## src/rtl/pipe_stage_hs.sv

```systemverilog
`default_nettype none
// ============================================================================
// Module      : pipe_stage_hs
// Description : Elastic pipeline register with a valid/ready handshake.
//               SKID=1 gives a two-entry skid buffer (main + skid register)
//               with a registered in_ready and full throughput.
//               SKID=0 gives a single-entry stage whose in_ready depends
//               combinationally on out_ready.
//               Both modes support flush and a global hold, and both keep
//               beats in order.
// Ports       : clk, rst        - clock, synchronous active-high reset
//               flush           - drop every held and incoming beat
//               hold            - freeze: no accept, no drain
//               in_valid/in_ready/in_data    - upstream handshake
//               out_valid/out_ready/out_data - downstream handshake
//               count           - number of held entries (0..2 or 0..1)
// Revision    : 1.0 - initial release
// ============================================================================
module pipe_stage_hs #(
  parameter int               WIDTH     = 32,
  parameter int               SKID      = 1,
  parameter logic [WIDTH-1:0] RESET_VAL = '0
) (
  input  logic             clk,
  input  logic             rst,
  input  logic             flush,
  input  logic             hold,
  input  logic             in_valid,
  output logic             in_ready,
  input  logic [WIDTH-1:0] in_data,
  output logic             out_valid,
  input  logic             out_ready,
  output logic [WIDTH-1:0] out_data,
  output logic [1:0]       count
);

  localparam logic [1:0] c_max_count = (SKID != 0) ? 2'd2 : 2'd1;

  logic             main_valid_q, main_valid_d;
  logic [WIDTH-1:0] main_data_q,  main_data_d;
  logic             skid_valid_q, skid_valid_d;
  logic [WIDTH-1:0] skid_data_q,  skid_data_d;
  logic [1:0]       count_q,      count_d;
  logic             push;
  logic             pop;

  assign push = in_valid & in_ready;
  assign pop  = main_valid_q & out_ready & ~hold;

  // --------------------------------------------------------------------------
  // Mode-specific storage and in_ready
  // --------------------------------------------------------------------------
  generate
    if (SKID != 0) begin : g_skid
      // skid_valid_q is a flop, so hold is the only combinational input here.
      assign in_ready = ~skid_valid_q & ~hold;

      always_ff @(posedge clk) begin
        if (rst) begin
          skid_valid_q <= 1'b0;
          skid_data_q  <= RESET_VAL;
        end else begin
          skid_valid_q <= skid_valid_d;
          skid_data_q  <= skid_data_d;
        end
      end
    end else begin : g_single
      // A pop this cycle frees the single entry, allowing pass-through refill.
      assign in_ready     = (~main_valid_q | out_ready) & ~hold;
      assign skid_valid_q = 1'b0;
      assign skid_data_q  = RESET_VAL;
    end
  endgenerate

  // --------------------------------------------------------------------------
  // Next-state logic
  // --------------------------------------------------------------------------
  always_comb begin
    main_valid_d = main_valid_q;
    main_data_d  = main_data_q;
    skid_valid_d = skid_valid_q;
    skid_data_d  = skid_data_q;

    if (flush) begin
      // The upstream stage is flushed as well, so a same-cycle push is dropped.
      main_valid_d = 1'b0;
      main_data_d  = RESET_VAL;
      skid_valid_d = 1'b0;
      skid_data_d  = RESET_VAL;
    end else if (pop && skid_valid_q) begin
      // in_ready is low whenever skid is full, so no push can coincide.
      main_valid_d = 1'b1;
      main_data_d  = skid_data_q;
      skid_valid_d = 1'b0;
    end else if (push && (!main_valid_q || pop)) begin
      main_valid_d = 1'b1;
      main_data_d  = in_data;
    end else if (push) begin
      // Main is occupied and stalled: park the beat in the skid register.
      skid_valid_d = 1'b1;
      skid_data_d  = in_data;
    end else if (pop) begin
      // Data is intentionally left in place on a plain pop.
      main_valid_d = 1'b0;
    end

    count_d = {1'b0, main_valid_d} + {1'b0, skid_valid_d};
  end

  always_ff @(posedge clk) begin
    if (rst) begin
      main_valid_q <= 1'b0;
      main_data_q  <= RESET_VAL;
      count_q      <= 2'd0;
    end else begin
      main_valid_q <= main_valid_d;
      main_data_q  <= main_data_d;
      count_q      <= count_d;
    end
  end

  assign out_valid = main_valid_q;
  assign out_data  = main_data_q;
  assign count     = count_q;

  // --------------------------------------------------------------------------
  // Protocol checks
  // --------------------------------------------------------------------------
`ifndef SYNTHESIS
  a_out_stable: assert property (@(posedge clk)
    (!rst && out_valid && !out_ready && !flush) |=> (out_valid && $stable(out_data)));

  a_count_max: assert property (@(posedge clk) count_q <= c_max_count);
`endif

endmodule
`default_nettype wire

```

## config.mk

```make
export PLATFORM = sky130hd
export DESIGN_NAME = pipe_stage_hs
export DESIGN_NICKNAME = d
export VERILOG_FILES = /design/src/rtl/pipe_stage_hs.sv
export SDC_FILE = /design/constraint.sdc
export NUM_CORES = 1
export LEC_CHECK = 0
export BUFFER_PORTS_ARGS = -buffer_cell sky130_fd_sc_hd__buf_4
export CAP_MARGIN = 20
export CORE_MARGIN = 3
export CORE_UTILIZATION = 48
export DETAILED_ROUTE_END_ITERATION = 6
export MAX_ROUTING_LAYER = met4
export PLACE_DENSITY_LB_ADDON = 0.1
export SETUP_SLACK_MARGIN = 0.3
export SYNTH_ARGS = -nofsm -noshare
export SYNTH_HDL_FRONTEND = slang
export SYNTH_SLANG_ARGS = --single-unit
```

## constraint.sdc

```tcl
create_clock -name clk -period 1.6 [get_ports clk]
set_clock_uncertainty 0.1 [all_clocks]
set_input_delay 0.32 -clock clk [delete_from_list [all_inputs] [get_ports clk]]
set_output_delay 0.32 -clock clk [all_outputs]
set_load 0.01 [all_outputs]
```

Word-level counts from Yosys, hierarchy flattened
Cells that the tools add are included.
Storage, ports and cells
  register bits: 68
  input bits: 38
  output and inout bits: 36
  logic and storage cells: 32
Cells by class
  add/sub/neg operators: 1
  multiplexer cells: 11
  bitwise operators: 8
  reductions and logical operators: 7
Operators with widths (number)
  32-bit two-way mux: 2
  1-bit two-way mux: 9
  1-bit AND: 4
  1-bit NOT: 4
  3-bit AND reduction: 1
  1-bit by 1-bit adder with 2-bit output: 1
  1-bit logical AND: 2
  2-bit nonzero test: 1
  2-bit OR reduction: 1
  1-bit logical NOT: 1
  1-bit logical OR: 1

Logic depth before layout (Yosys ltp)
  depth in word-level cells: 8
  depth in mapped cells: 7
  gate-level depth less buffers: 5

Worst setup path before layout
OpenSTA, ideal clock, no wires.
  kind: register to register
  start: reg skid_valid_q
  end: reg count_q[0] (netlist: count[0])
  setup time: 114 ps
  arrival time: 1474 ps
  data required time: 1386 ps
  path slack: -88 ps
  stages on the path, launching flop included: 7
  path buffers: 1
  period minus slack after synthesis: 1688 ps
  cells stage by stage: dfxtp_1 buf_6 or3b_2 a22oi_1 nor2_1 ha_1 nor2b_1
Between the ends
  word-level cells in the longest chain between the ends: 8
RTL lines
  start: declaration: RTL line 41  | logic skid_valid_q, skid_valid_d;
  start signal: assignment: RTL line 63  | skid_valid_q <= skid_valid_d;
  1-bit NOT: RTL line 56  | assign in_ready = ~skid_valid_q & ~hold;
  1-bit AND: RTL line 56
  1-bit AND: RTL line 47  | assign push = in_valid & in_ready;
  1-bit two-way mux / 1-bit logical AND (equally long branches): RTL line 98, 95
  1-bit two-way mux: RTL line 95  | end else if (push && (!main_valid_q || pop)) begin
  1-bit two-way mux (*): RTL line 90  | end else if (pop && skid_valid_q) begin
  1-bit two-way mux (*): RTL line 84  | if (flush) begin
  named net main_valid_d: RTL line 39  | logic main_valid_q, main_valid_d;
  1-bit by 1-bit adder with 2-bit output (*): RTL line 107  | count_d = {1'b0, main_valid_d} + {1'b0, skid_valid_d};
  named net count_d[0]: RTL line 43  | logic [1:0] count_q, count_d;
  end signal: assignment: RTL line 118  | count_q <= count_d;
  end: declaration: RTL line 43
Mark *: on every way through the listed nets, which the timed path passes. The rest lies on a longest branch.
A chain may end at the register's enable or synchronous reset.

Worst setup path in the final report
  start: reg skid_valid_q
  end: reg main_data_q[17] (netlist: out_data[17])
Between the ends
  word-level cells in the longest chain between the ends: 5
RTL lines
  1-bit NOT: RTL line 56
  1-bit AND: RTL line 56
  1-bit AND: RTL line 47
  1-bit logical AND: RTL line 95
  2-bit nonzero test (no source line)
  end signal: assignment: RTL line 117  | main_data_q <= main_data_d;
  end: declaration: RTL line 40  | logic [WIDTH-1:0] main_data_q, main_data_d;
Parallel ways exist; a longest one is shown, timed or not.

==> flow_summary_export.csv <==
group,metric,value,unit
sta,report.final.slew_viol_count,0,
setup_path,regToRegEndpoint,"out_data[17]",
setup_path,startpoint,"skid_valid_q",
clock_tree,clk_latency,0.34,ns
setup_path,path_cells,"buf_6, buf_4, nand4b_1, buf_6, buf_6, nand2_1, a311oi_2",
grt,antenna_found_initial,0,
logic_synthesis,syn_avg_cell_area,8.755,µm²
setup_path,ff2ff_setup_slack,0.03,ns
clock_tree,cts_tree,"built",
power_and_ir_drop,p_int,0.002723,W
setup_path,critPathLaunchType,"register",
power_and_ir_drop,swShare,0.2545,
grt,overflow,0,
power_and_ir_drop,clkPwrFrac,0.387,
placement,pre_cts_ws,-0.06568,ns
floorplan,dieWidth,86.92,µm
cells_and_area,fill_cells,499,
logic_synthesis,syn_nets,398,
floorplan,rows,28,
sta,rsz0062_at_grt,"true",
setup_path,crit_buf_inv,4,
min_path,min_path_type,"in2reg",
sta,fin_crit,1.572,ns
drt,vias,3082,
floorplan,core_area,0.006131,mm²
power_and_ir_drop,p_switching,0.0009296,W
logic_synthesis,synthCells,359,
drt,ant_nets,0,
grt,grt_pass1_vias,2984,
drt,drc,0,
sta,setup_violations,0,
setup_path,r2r-start,"skid_valid_q",
sta,worst_pin_slew,0.3099,ns
grt,grtUsageMet2,0.3885,
sta,min_period_over_period,0.9828,
logic_synthesis,netlist.top_cell.by_area,"dfxtp_1",
power_and_ir_drop,power_frac_seq,0.476,
floorplan,start_util,0.5127,
cells_and_area,seqCellArea,0.001371,mm²
setup_path,critPathTopFamily,"buffers and inverters",
logic_synthesis,synth_top_cell_area_share,0.4331,
setup_path,cp_slowest_cell,"dfxtp_4",
power_and_ir_drop,comb_power_share,0.137,
grt,use_met1,0.3200,
logic_synthesis,ys_warn_count,0,
placement,dpl.hpwl,5280,µm
sta,hold_viol,0,
drt,vias_per_cell,5.973,
setup_path,slowest_delay,0.36,ns
sta,setup_tns,0,ns
grt,grtUsageTotal,0.2521,
setup_path,critPathRequiredTime,1.76,ns
drt,routed_wl,9230,µm
grt,grt_max_degree,33,
logic_synthesis,syn_area,0.003143,mm²
sta,setup_slack,0.02756,ns
grt,met3_usage,0.07663,
clock_tree,ctsLongestPathBuffers,2,
cells_and_area,drive_gt1_frac,0.4286,
logic_synthesis,synth_seq_area_share,0.4331,
status,status,"finished, final reports clean",
clock_tree,htree_levels,3,
floorplan,die-area,0.007555,mm²
clock_tree,path_clk_slew,0.07,ns
setup_path,arrival,1.73,ns
sta,fmax,0.6360,GHz
cells_and_area,syn2layout_area_growth,38.73,%
clock_tree,cts.sinks,68,
placement,globalplace.congestion,0.7981,
grt,busiest_layer,"met2",
power_and_ir_drop,p_per_area,837.7,mW/mm²
setup_path,worstSetupPathDepth,7,
placement,port-buffer-count,73,
logic_synthesis,synth_cell_types,28,
clock_tree,cts_inserted_buffers,9,
drt,wl_per_cell,17.89,µm
setup_path,path_max_fanout,8,
drt,first_iter_violations,338,
clock_tree,cts_root_buf,"clkbuf_8",
clock_tree,cts_hold_buffers,0,
sta,max_slew_margin,0.7934,
setup_path,crit_top_cell,"buf_6",
setup_path,path_class,"reg2reg",
setup_path,endpoint_kind,"register",
logic_synthesis,ys_ff_latch,68,
power_and_ir_drop,vdd_drop_max,840.4,µV
floorplan,dieHeight,86.92,µm
cells_and_area,multi_input_area,0.001710,mm²
cells_and_area,final_nets,475,
setup_path,crit_path_end,"out_data[17]",
power_and_ir_drop,p_leak,1.595,nW
floorplan,io_pins,74,
cells_and_area,antennaDiodeCount,0,
job,maxCapViolations,0,
setup_path,r2r_cells,7,
sta,hold_ws,0.05664,ns
grt,grt_pass1_wl,14500,µm
drt,first_pass_iters,4,
logic_synthesis,netlist_top_cells_area,"dfxtp_1 (43%), a311oi_2 (14%), nand2_1 (7.6%), a31oi_1 (6.4%), a21oi_1 (5.1%)",
==> worst min path at each step <==
stage	depth (start not counted)	slack [ns]	startpoint	to
after floorplan	1	0.29	rst	count[0]
after global placement	2	0.36	skid_data_q[17]	skid_data_q[17]
after detailed placement	2	0.37	skid_data_q[13]	skid_data_q[13]
after CTS	2	0.04	rst	count[1]
after global routing	2	0.05	flush	skid_valid_q
final	2	0.06	flush	skid_valid_q
==> synthesized netlist by cell type, drive strengths merged <==
cell     number
nand3b        1
a211oi        1
nand3        32
ha            1
a21oi        32
nand2b        2
nand4b        1
and3          1
nor2b         3
o21ba         1
o21ai        32
dfxtp        68
buf          26
nand2        64
a311oi       32
clkbuf       18
or2           2
nor2          5
a31oi        32
a2111oi       1
and4b         1
and3b         1
a22oi         1
or3b          1
==> registers in the layout (all words and copies together) (netlist names) <==
name          count
count             2
out_data         32
out_valid         1
skid_data_q      32
skid_valid_q      1
==> power by group through the flow <==
stage	Combinational (W)	Sequential [W]	Clock, W
5_1_grt	0.000538	0.00174	0.00152
2_1_floorplan	0.000221	0.00179	0
4_1_cts	0.000482	0.00174	0.00143
3_3_place_gp	0.000424	0.00178	0
3_5_place_dp	0.000429	0.00178	0
6_report	0.000501	0.00174	0.00141
==> metrics by stage <==
stage / cell area [µm²] / util / total power [W] / instances
4_1_cts: 4207 / 0.6861 / 0.003653 / 513
5_1_grt: 4360 / 0.7112 / 0.003798 / 516
3_5_place_dp: 3827 / 0.6243 / 0.002209 / 487
3_3_place_gp: 3827 / 0.6243 / 0.002203 / 487
2_1_floorplan: 3178 / - / 0.002012 / 359
6_report: 4360 / 0.7112 / 0.003653 / 516
==> kinds of logic (layout without fill, tap and decap cells) <==
family,count (synthesis),count (layout),share of synthesized area
AOI/OAI and AO/OA,132,132,0.3252
and+or+nand+nor,114,117,0.1648
buffers and inverters,44,123,0.07285
adders and majority gates,1,1,0.003980
DFF,68,68,0.4331
==> layer usage <==
metal	wire length, µm	vias to the layer above
met5	0	-
met4	118	0
met3	750	15
met2	4463	111
met1	3897	1476
li1	-	1480
==> area by class of cell <==
type                    count  area share
multi-input cells         250      0.3923
flip-flops and latches     68      0.3145
repair buffers            107      0.2273
clock buffers              12     0.03329
well taps                  75     0.02152
clock inverters             4     0.01119
==> layout by cell type (no fill, tap or decap), drive strengths merged, types with 2 or more instances in the layout <==
cell	n
a21oi	32
dfxtp	68
o21ai	32
or2	5
nor2	5
nand3	32
clkbuf	12
buf	107
nand2	64
a31oi	32
clkinv	3
nor2b	3
nand2b	2
a311oi	32
==> what timing repair did <==
action	4_1_cts	5_1_grt
pin swaps	7	10
endpoints found under the setup margin	68	71
endpoints found under the hold margin	0	0
resized for setup	41	48
cloned	5	2
buffers inserted	5	1
Power figures use the tool's default switching activity.
